===== config.mk =====
export PLATFORM = sky130hd
export DESIGN_NAME = hs_pause_ctrl
export DESIGN_NICKNAME = d
export VERILOG_FILES = /design/src/rtl/hs_pause_pkg.sv /design/src/rtl/dim_timer.sv /design/src/rtl/hs_pause_ctrl.sv
export SDC_FILE = /design/constraint.sdc
export NUM_CORES = 1
export LEC_CHECK = 0
export CAP_MARGIN = 20
export CORE_UTILIZATION = 40
export CTS_CLUSTER_SIZE = 14
export DETAILED_ROUTE_END_ITERATION = 10
export DONT_BUFFER_PORTS = 1
export SETUP_SLACK_MARGIN = 0.02
export SLEW_MARGIN = 5
export SYNTH_ARGS = -nofsm -noshare
export SYNTH_HDL_FRONTEND = slang
export SYNTH_SLANG_ARGS = --single-unit

===== constraint.sdc =====
create_clock -name clk_sys -period 2.9 [get_ports clk_sys]
set_input_delay 0.58 -clock clk_sys [delete_from_list [all_inputs] [get_ports clk_sys]]
set_output_delay 0.58 -clock clk_sys [all_outputs]
set_load 0.005 [all_outputs]

===== src/rtl/hs_pause_pkg.sv =====
// Shared types and default constants for the pause sequencer slice.
package hs_pause_pkg;

  typedef enum logic [1:0] {
    ST_RUN     = 2'd0,
    ST_HALT    = 2'd1,
    ST_GRANT   = 2'd2,
    ST_RELEASE = 2'd3
  } hs_state_e;

  localparam logic [31:0] DIM_CYCLES_48M = 32'h1C9C3800;
  localparam int unsigned HS_SETTLE_DEF  = 16;

endpackage


===== src/rtl/dim_timer.sv =====
// Saturating pause-duration counter; the dim output only changes during vblank.
module dim_timer
  import hs_pause_pkg::*;
#(
  parameter logic [31:0] LIMIT = DIM_CYCLES_48M
) (
  input  logic clk_sys,
  input  logic reset_n,
  input  logic run,
  input  logic vblank,
  output logic dim
);

  logic [31:0] dim_cnt_q, dim_cnt_d;
  logic        dim_q, dim_d;
  logic        dim_req;

  always_comb begin
    dim_req   = (dim_cnt_q >= LIMIT);
    dim_cnt_d = '0;
    if (run) begin
      dim_cnt_d = dim_req ? LIMIT : dim_cnt_q + 32'd1;
    end
    dim_d = vblank ? dim_req : dim_q;
  end

  always_ff @(posedge clk_sys) begin
    if (!reset_n) begin
      dim_cnt_q <= '0;
      dim_q     <= 1'b0;
    end else begin
      dim_cnt_q <= dim_cnt_d;
      dim_q     <= dim_d;
    end
  end

  assign dim = dim_q;

endmodule


===== src/rtl/hs_pause_ctrl.sv =====
// Pause sequencer: merges pause sources, grants hiscore RAM access after a
// settle interval of halted CPU, and drives the long-pause video dim.
module hs_pause_ctrl
  import hs_pause_pkg::*;
#(
  parameter logic [31:0] DIM_CYCLES = DIM_CYCLES_48M,
  parameter int unsigned HS_SETTLE  = HS_SETTLE_DEF
) (
  input  logic clk_sys,
  input  logic reset_n,
  input  logic btn_pause,
  input  logic osd_pause,
  input  logic hs_req,
  input  logic vblank,
  output logic pause,
  output logic hs_grant,
  output logic dim_video,
  output logic user_paused
);

  localparam logic [7:0] SETTLE_LAST = 8'(HS_SETTLE - 1);

  hs_state_e  state_q, state_d;
  logic [7:0] settle_cnt_q, settle_cnt_d;
  logic       btn_q;
  logic       user_paused_q, user_paused_d;
  logic       src;

  always_comb begin
    user_paused_d = user_paused_q ^ (btn_pause & ~btn_q);
    src           = user_paused_q | osd_pause | hs_req;
    state_d       = state_q;
    settle_cnt_d  = '0;

    case (state_q)
      ST_RUN: begin
        if (src) state_d = ST_HALT;
      end
      ST_HALT: begin
        if (!src) begin
          state_d = ST_RUN;
        end else if (hs_req) begin
          if (settle_cnt_q == SETTLE_LAST) state_d = ST_GRANT;
          else                             settle_cnt_d = settle_cnt_q + 8'd1;
        end
      end
      ST_GRANT: begin
        // Only the hiscore request matters here; other sources wait for RELEASE.
        if (!hs_req) state_d = ST_RELEASE;
      end
      ST_RELEASE: begin
        state_d = ST_HALT;
      end
      default: state_d = ST_RUN;
    endcase
  end

  always_ff @(posedge clk_sys) begin
    if (!reset_n) begin
      state_q       <= ST_RUN;
      settle_cnt_q  <= '0;
      btn_q         <= 1'b0;
      user_paused_q <= 1'b0;
    end else begin
      state_q       <= state_d;
      settle_cnt_q  <= settle_cnt_d;
      btn_q         <= btn_pause;
      user_paused_q <= user_paused_d;
    end
  end

  assign pause       = (state_q != ST_RUN);
  assign hs_grant    = (state_q == ST_GRANT);
  assign user_paused = user_paused_q;

  dim_timer #(
    .LIMIT(DIM_CYCLES)
  ) u_dim_timer (
    .clk_sys(clk_sys),
    .reset_n(reset_n),
    .run    (pause),
    .vblank (vblank),
    .dim    (dim_video)
  );

endmodule

Word-level counts from Yosys, hierarchy flattened
Cells that the tools add are included.

Bits in registers: 45. Bits of input ports: 6. Output and inout port bits: 4. Word-level logic and storage cells: 41.

$add $sub $neg: 2. Order comparisons: 1. Eq/ne operators: 8. Mux-type cells: 7. Bitwise logic cells: 10. Reductions and logical operators: 6.

Operators with widths (count): 32-bit by 1-bit adder with 32-bit output, second input constant (1); 32-bit by 29-bit >= comparator with 1-bit output, second input constant (1); 29-bit two-way mux (1); 2-bit two-way mux (5); 8-bit by 1-bit adder with 8-bit output, second input constant (1); 8-bit by 4-bit == test with 1-bit output, second input constant (1); 2-bit case mux with 4 select lines (1); 3-bit != test, second input constant (2); 1-bit NOT (6); 5-bit OR reduction (1); 2-bit == test, second input constant (2); 2-bit != test, second input constant (2); 4-bit AND reduction (1); 3-bit OR reduction (1); 2-bit by 1-bit == test with 1-bit output, second input constant (1); 2-bit logical NOT (1); 1-bit bitwise OR (2); 2-bit AND reduction (1); 2-bit nonzero test (1); 1-bit bitwise AND (1); 1-bit bitwise XOR (1).

Depth between registers and ports, before layout
Depth after elaboration: 5. Depth in mapped cells: 8. Mapped depth without buffers: 7.

By module
From an unflattened synthesis, not the netlist that was laid out.

Cells, all modules: 239. Area, all modules: 2114.5 um2.

Modules (own cells, without submodules): dim_timer (instances 1, cells each 177, area an instance 1536.5 um2); hs_pause_ctrl (instances 1, cells each 62, area an instance 578.1 um2).

Least setup slack after synthesis
OpenSTA, ideal clock, no wires.

Path kind: register to register. From: reg u_dim_timer.dim_cnt_q[21]. To: reg u_dim_timer.dim_cnt_q[15]. Library setup time: 114 ps. Arrival: 1676 ps. Required time: 2786 ps. Setup slack: 1109 ps. Cell stages (with the launch flop): 8. Clock period less this slack: 1791 ps. Cells stage by stage: dfxtp_1 or2_1 or4_1 a31oi_1 or4_1 buf_6 buf_6 nor2_1.

Word-level cells in the longest chain between the ends: 2.

RTL lines: start: declaration (RTL line dim_timer.sv:14) `logic [31:0] dim_cnt_q, dim_cnt_d;`; start signal: assignment (RTL line dim_timer.sv:32) `dim_cnt_q <= dim_cnt_d;`; 32-bit by 29-bit >= comparator with 1-bit output (RTL line dim_timer.sv:19) `dim_req = (dim_cnt_q >= LIMIT);`; 3-bit OR reduction (no line).

No other way between the ends. A chain may end at the register's enable or synchronous reset.

Final worst setup path
From: reg state_q[0]. To: reg u_dim_timer.dim_cnt_q[7].

Word-level cells in the longest chain between the ends: 3.

RTL lines: start: declaration (RTL line hs_pause_ctrl.sv:23) `hs_state_e state_q, state_d;`; start signal: assignment (RTL line hs_pause_ctrl.sv:65) `state_q <= state_d;`; 2-bit nonzero test (RTL line hs_pause_ctrl.sv:72) `assign pause = (state_q != ST_RUN);`; net pause (RTL line hs_pause_ctrl.sv:15) `output logic pause,`; 1-bit NOT (no line); 3-bit OR reduction (no line).

The timed path passes the listed nets, and every way through them passes these cells.

==> flow_summary.rst <==
.. list-table::
   :header-rows: 1

   * - Metric
     - Value
   * - Later-pin clock latency in the skew report
     - about 0.30 ns
   * - Async set or reset register ratio after synthesis
     - 0%
   * - Total number of H-tree levels
     - 2
   * - Synth unique cells
     - 36
   * - Number of buffers inserted by port buffering
     - 0
   * - Count of synthesis-stage warnings from yosys
     - 0
   * - Setup tns final
     - 0 ns
   * - Endpoint required time on the critical path
     - between 3 and 4 ns
   * - CP top delay family
     - simple AND/OR/NAND/NOR gates
   * - Worst path most repeated cell
     - inv_1
   * - Number of cells on the worst hold path
     - 1
   * - Worst IR drop on VDD
     - between 0.3 and 0.4 mV
   * - Largest net degree at the start of global routing
     - 19
   * - Worst clock skew on the final layout
     - 0.00719 ns
   * - Flip-flop cell with the highest count after synthesis
     - dfxtp_1
   * - Antenna fix cells
     - 0
   * - Fraction of the mapped netlist area in adder cells
     - about 4.3%
   * - Initial DRC Count
     - 69
   * - Total count of max-transition violations in the final report
     - 0
   * - Worst hold margin
     - about 0.37 ns
   * - Standard-cell rows
     - 25
   * - Global route total overflow
     - 0
   * - Routability congestion estimate from global placement
     - just under 0.8
   * - Number of CTS-inserted buffers
     - 5
   * - Synth top area cells
     - dfxtp_1 (44%), xor2_1 (9.8%), nor2_1 (5.8%), nand3_1 (4.6%), ha_1 (4.3%)
   * - Delay of the slowest cell on the worst path
     - ~0.93 ns
   * - Cells traversed along the worst timing path
     - inv_1, ha_1, inv_1, nand2_1, or4_1, a21oi_1
   * - Synthesized area per cell
     - roughly 9.0 um^2
   * - Die boundary height
     - ~74 um
   * - Largest area contributor in the synthesized netlist
     - dfxtp_1
   * - Number of cells traversed by the worst register-to-register path
     - 6
   * - Area share of xor/xnor cells in the synthesized design
     - around 14%
   * - Maximum buffer depth of the clock tree
     - 2
   * - P_leak
     - around 0.00078 uW
   * - Outcome
     - finished clean
   * - Worst-path fanout max
     - 18
   * - Post-synth EDFFs
     - 0
   * - Routed wire per std cell
     - around 12 um
   * - Area of the core
     - between 0.004 and 0.005 mm^2
   * - Gate Count Post-Synth
     - about 230
   * - Initial antenna violation count
     - 0
   * - Clock Root Buffer
     - clkbuf_8
   * - Top cell types by occurrence after synthesis
     - dfxtp_1 (45), nor2_1 (32), xor2_1 (23)
   * - Minimum clock period
     - 2.23 ns
   * - Nets@finish
     - 248
   * - Kind of end point of the critical path
     - register
   * - Vias per std cell
     - 4.94
   * - Compound-cell area share of the yosys netlist
     - approximately 6%
   * - Num Clock Sinks
     - 45
   * - CTS tree
     - yes
   * - Share of final-layout standard cells stronger than drive strength 1
     - under 10%
   * - Routed wire length
     - roughly 3600 um
   * - Buffer count from post-CTS setup fixing
     - 0
   * - Fraction of the mapped netlist area in simple logic gates
     - approximately 28%
   * - Area Growth Syn to Fin
     - 7.35%
   * - Wire length of the first global-routing pass
     - ~6400 um
   * - Antenna Violating Nets Remaining
     - 0
   * - Top-level port count
     - 10
   * - Share of the synthesized area in the top cell type
     - a little over two fifths
   * - Total via count after detailed routing
     - between 1000 and 1500
   * - Fraction of the yosys area taken by sequential cells
     - 43.7%
   * - Aggregate global-route resource usage
     - around 16%
   * - Power per cell area
     - 531 mW/mm^2
   * - Most repeated cell in the gate-level netlist after synthesis
     - dfxtp_1
   * - Combinational family with the most area after synthesis
     - simple AND/OR/NAND/NOR gates
   * - Post-route DRC
     - 0
   * - Initial core utilization
     - a little over two fifths
   * - Number of violations of the max-capacitance limit
     - 0
   * - Count of cells resized by post-cts repair
     - 0
   * - CP arrival
     - between 2 and 2.5 ns
   * - Cell with the largest stage delay on the worst path
     - or4_1
   * - Max Clk Rate
     - around 0.45 GHz
   * - Hold Path Class
     - in2reg
   * - Number of cells on the critical path
     - 6
   * - Post-CTS clock slew at the launch and capture registers of the worst setup and hold paths
     - 0.08 ns
   * - Total buffers and inverters traversed by the critical path
     - 2
   * - Worst max-slew margin expressed relative to the limit
     - between 50% and 60%
   * - Number of flip-flops and latches in the synthesized netlist
     - 45
   * - Fin crit share
     - 76.9%
   * - Endpoints failing setup
     - 0
   * - RSZ-0062 raised after global routing
     - false
   * - Via count of the first global-routing pass
     - 1376
   * - Cts hold-fix bufs
     - 0
   * - Startpoint type of the worst setup path
     - register
   * - Final Hold Vio Count
     - 0
   * - Area of the die
     - between 0.005 and 0.006 mm^2
   * - Core Util, Final
     - 45.6%
   * - Fraction of synthesized area in multiplexers
     - under 10%
   * - Crit Path Category
     - reg2reg
   * - Total half-perimeter wirelength after legalization and detailed placement
     - approximately 2600 um
   * - Die width
     - approximately 74 um
   * - Measured slew at the worst slew-check pin
     - around 0.65 ns
   * - 1st-pass router iterations
     - 4
   * - Cell area after synthesis
     - roughly 0.0021 mm^2
cell usage in the layout (no fill, tap or decap), types with 6 or more instances in the layout:
cell,instances
nor2_1,32
inv_1,9
ha_1,7
xor2_1,23
dfxtp_1,45
nand4_1,6
a21oi_1,12
nand3_1,19
nand2_1,16
xnor2_1,9
state kept, by name (all words and copies together), names as in the netlist:
name                   cells
u_dim_timer.dim_cnt_q     32
settle_cnt_q               8
state_q                    2
btn_q                      1
u_dim_timer.dim            1
user_paused                1
stage by stage:
| stage | cells | instance area, um^2 | total power (uW) | worst slack [ns] |
|---|---|---|---|---|
| after floorplan | 231 | 2070 | 795 | 1.11 |
| after global placement | 294 | 2120 | 816 | 0.720 |
| final | 303 | 2210 | 1180 | 0.669 |
| after CTS | 302 | 2210 | 1190 | 0.612 |
| after global routing | 303 | 2210 | 1240 | 0.403 |
| after detailed placement | 294 | 2120 | 819 | 0.635 |
routing by layer:
layer	up-vias	part of all wire (%)	track usage [%]
met5	-	0	0
met4	0	1.9	6.41
met3	6	3.4	4.39
met2	16	45	23.9
met1	685	50	20.6
li1	790	-	-
worst register-to-register path, delay by kind of cell (launching register included):
family	cells	cell delay [ns]
DFF	1	0.37
adders and majority gates	1	0.21
buffers and inverters	2	0.19
AOI/OAI and AO/OA	1	0.22
and+or+nand+nor	2	1.17
worst paths after layout:
| check | from | end | slack (ns) |
|---|---|---|---|
| worst min register to register | settle_cnt_q[0] | settle_cnt_q[0] | 0.46 |
| worst max register to register | state_q[0] | u_dim_timer.dim_cnt_q[7] | 0.67 |
| worst max-delay path | state_q[0] | u_dim_timer.dim_cnt_q[7] | 0.67 |
| worst min-delay path | vblank | u_dim_timer.dim | 0.37 |
kinds of logic (layout without fill, tap and decap cells):
family                     Yosys count  count (layout)
and+or+nand+nor                    105             105
adders and majority gates            7               7
AOI/OAI and AO/OA                   22              22
DFF                                 45              45
buffers and inverters               14              19
muxes                                3               3
other                                1               3
xor gates and xnor gates            32              32
cell type report:
class / count / area (um^2)
Fill cell: 486 / 2640
Multi-Input combinational cell: 172 / 1100
Sequential cell: 45 / 901
Inverter: 9 / 33.8
Clock inverter: 2 / 10.0
Timing Repair Buffer: 2 / 12.5
Tap cell: 67 / 83.8
Clock buffer: 6 / 72.6
power by group:
part	leakage, uW	switching, uW	internal (uW)	total [uW]
combinational	0.000365	62.6	51.3	114
sequential	0.000366	36.7	655	692
clock	0.0000450	202	167	369
(Power assumes the default switching activity.)
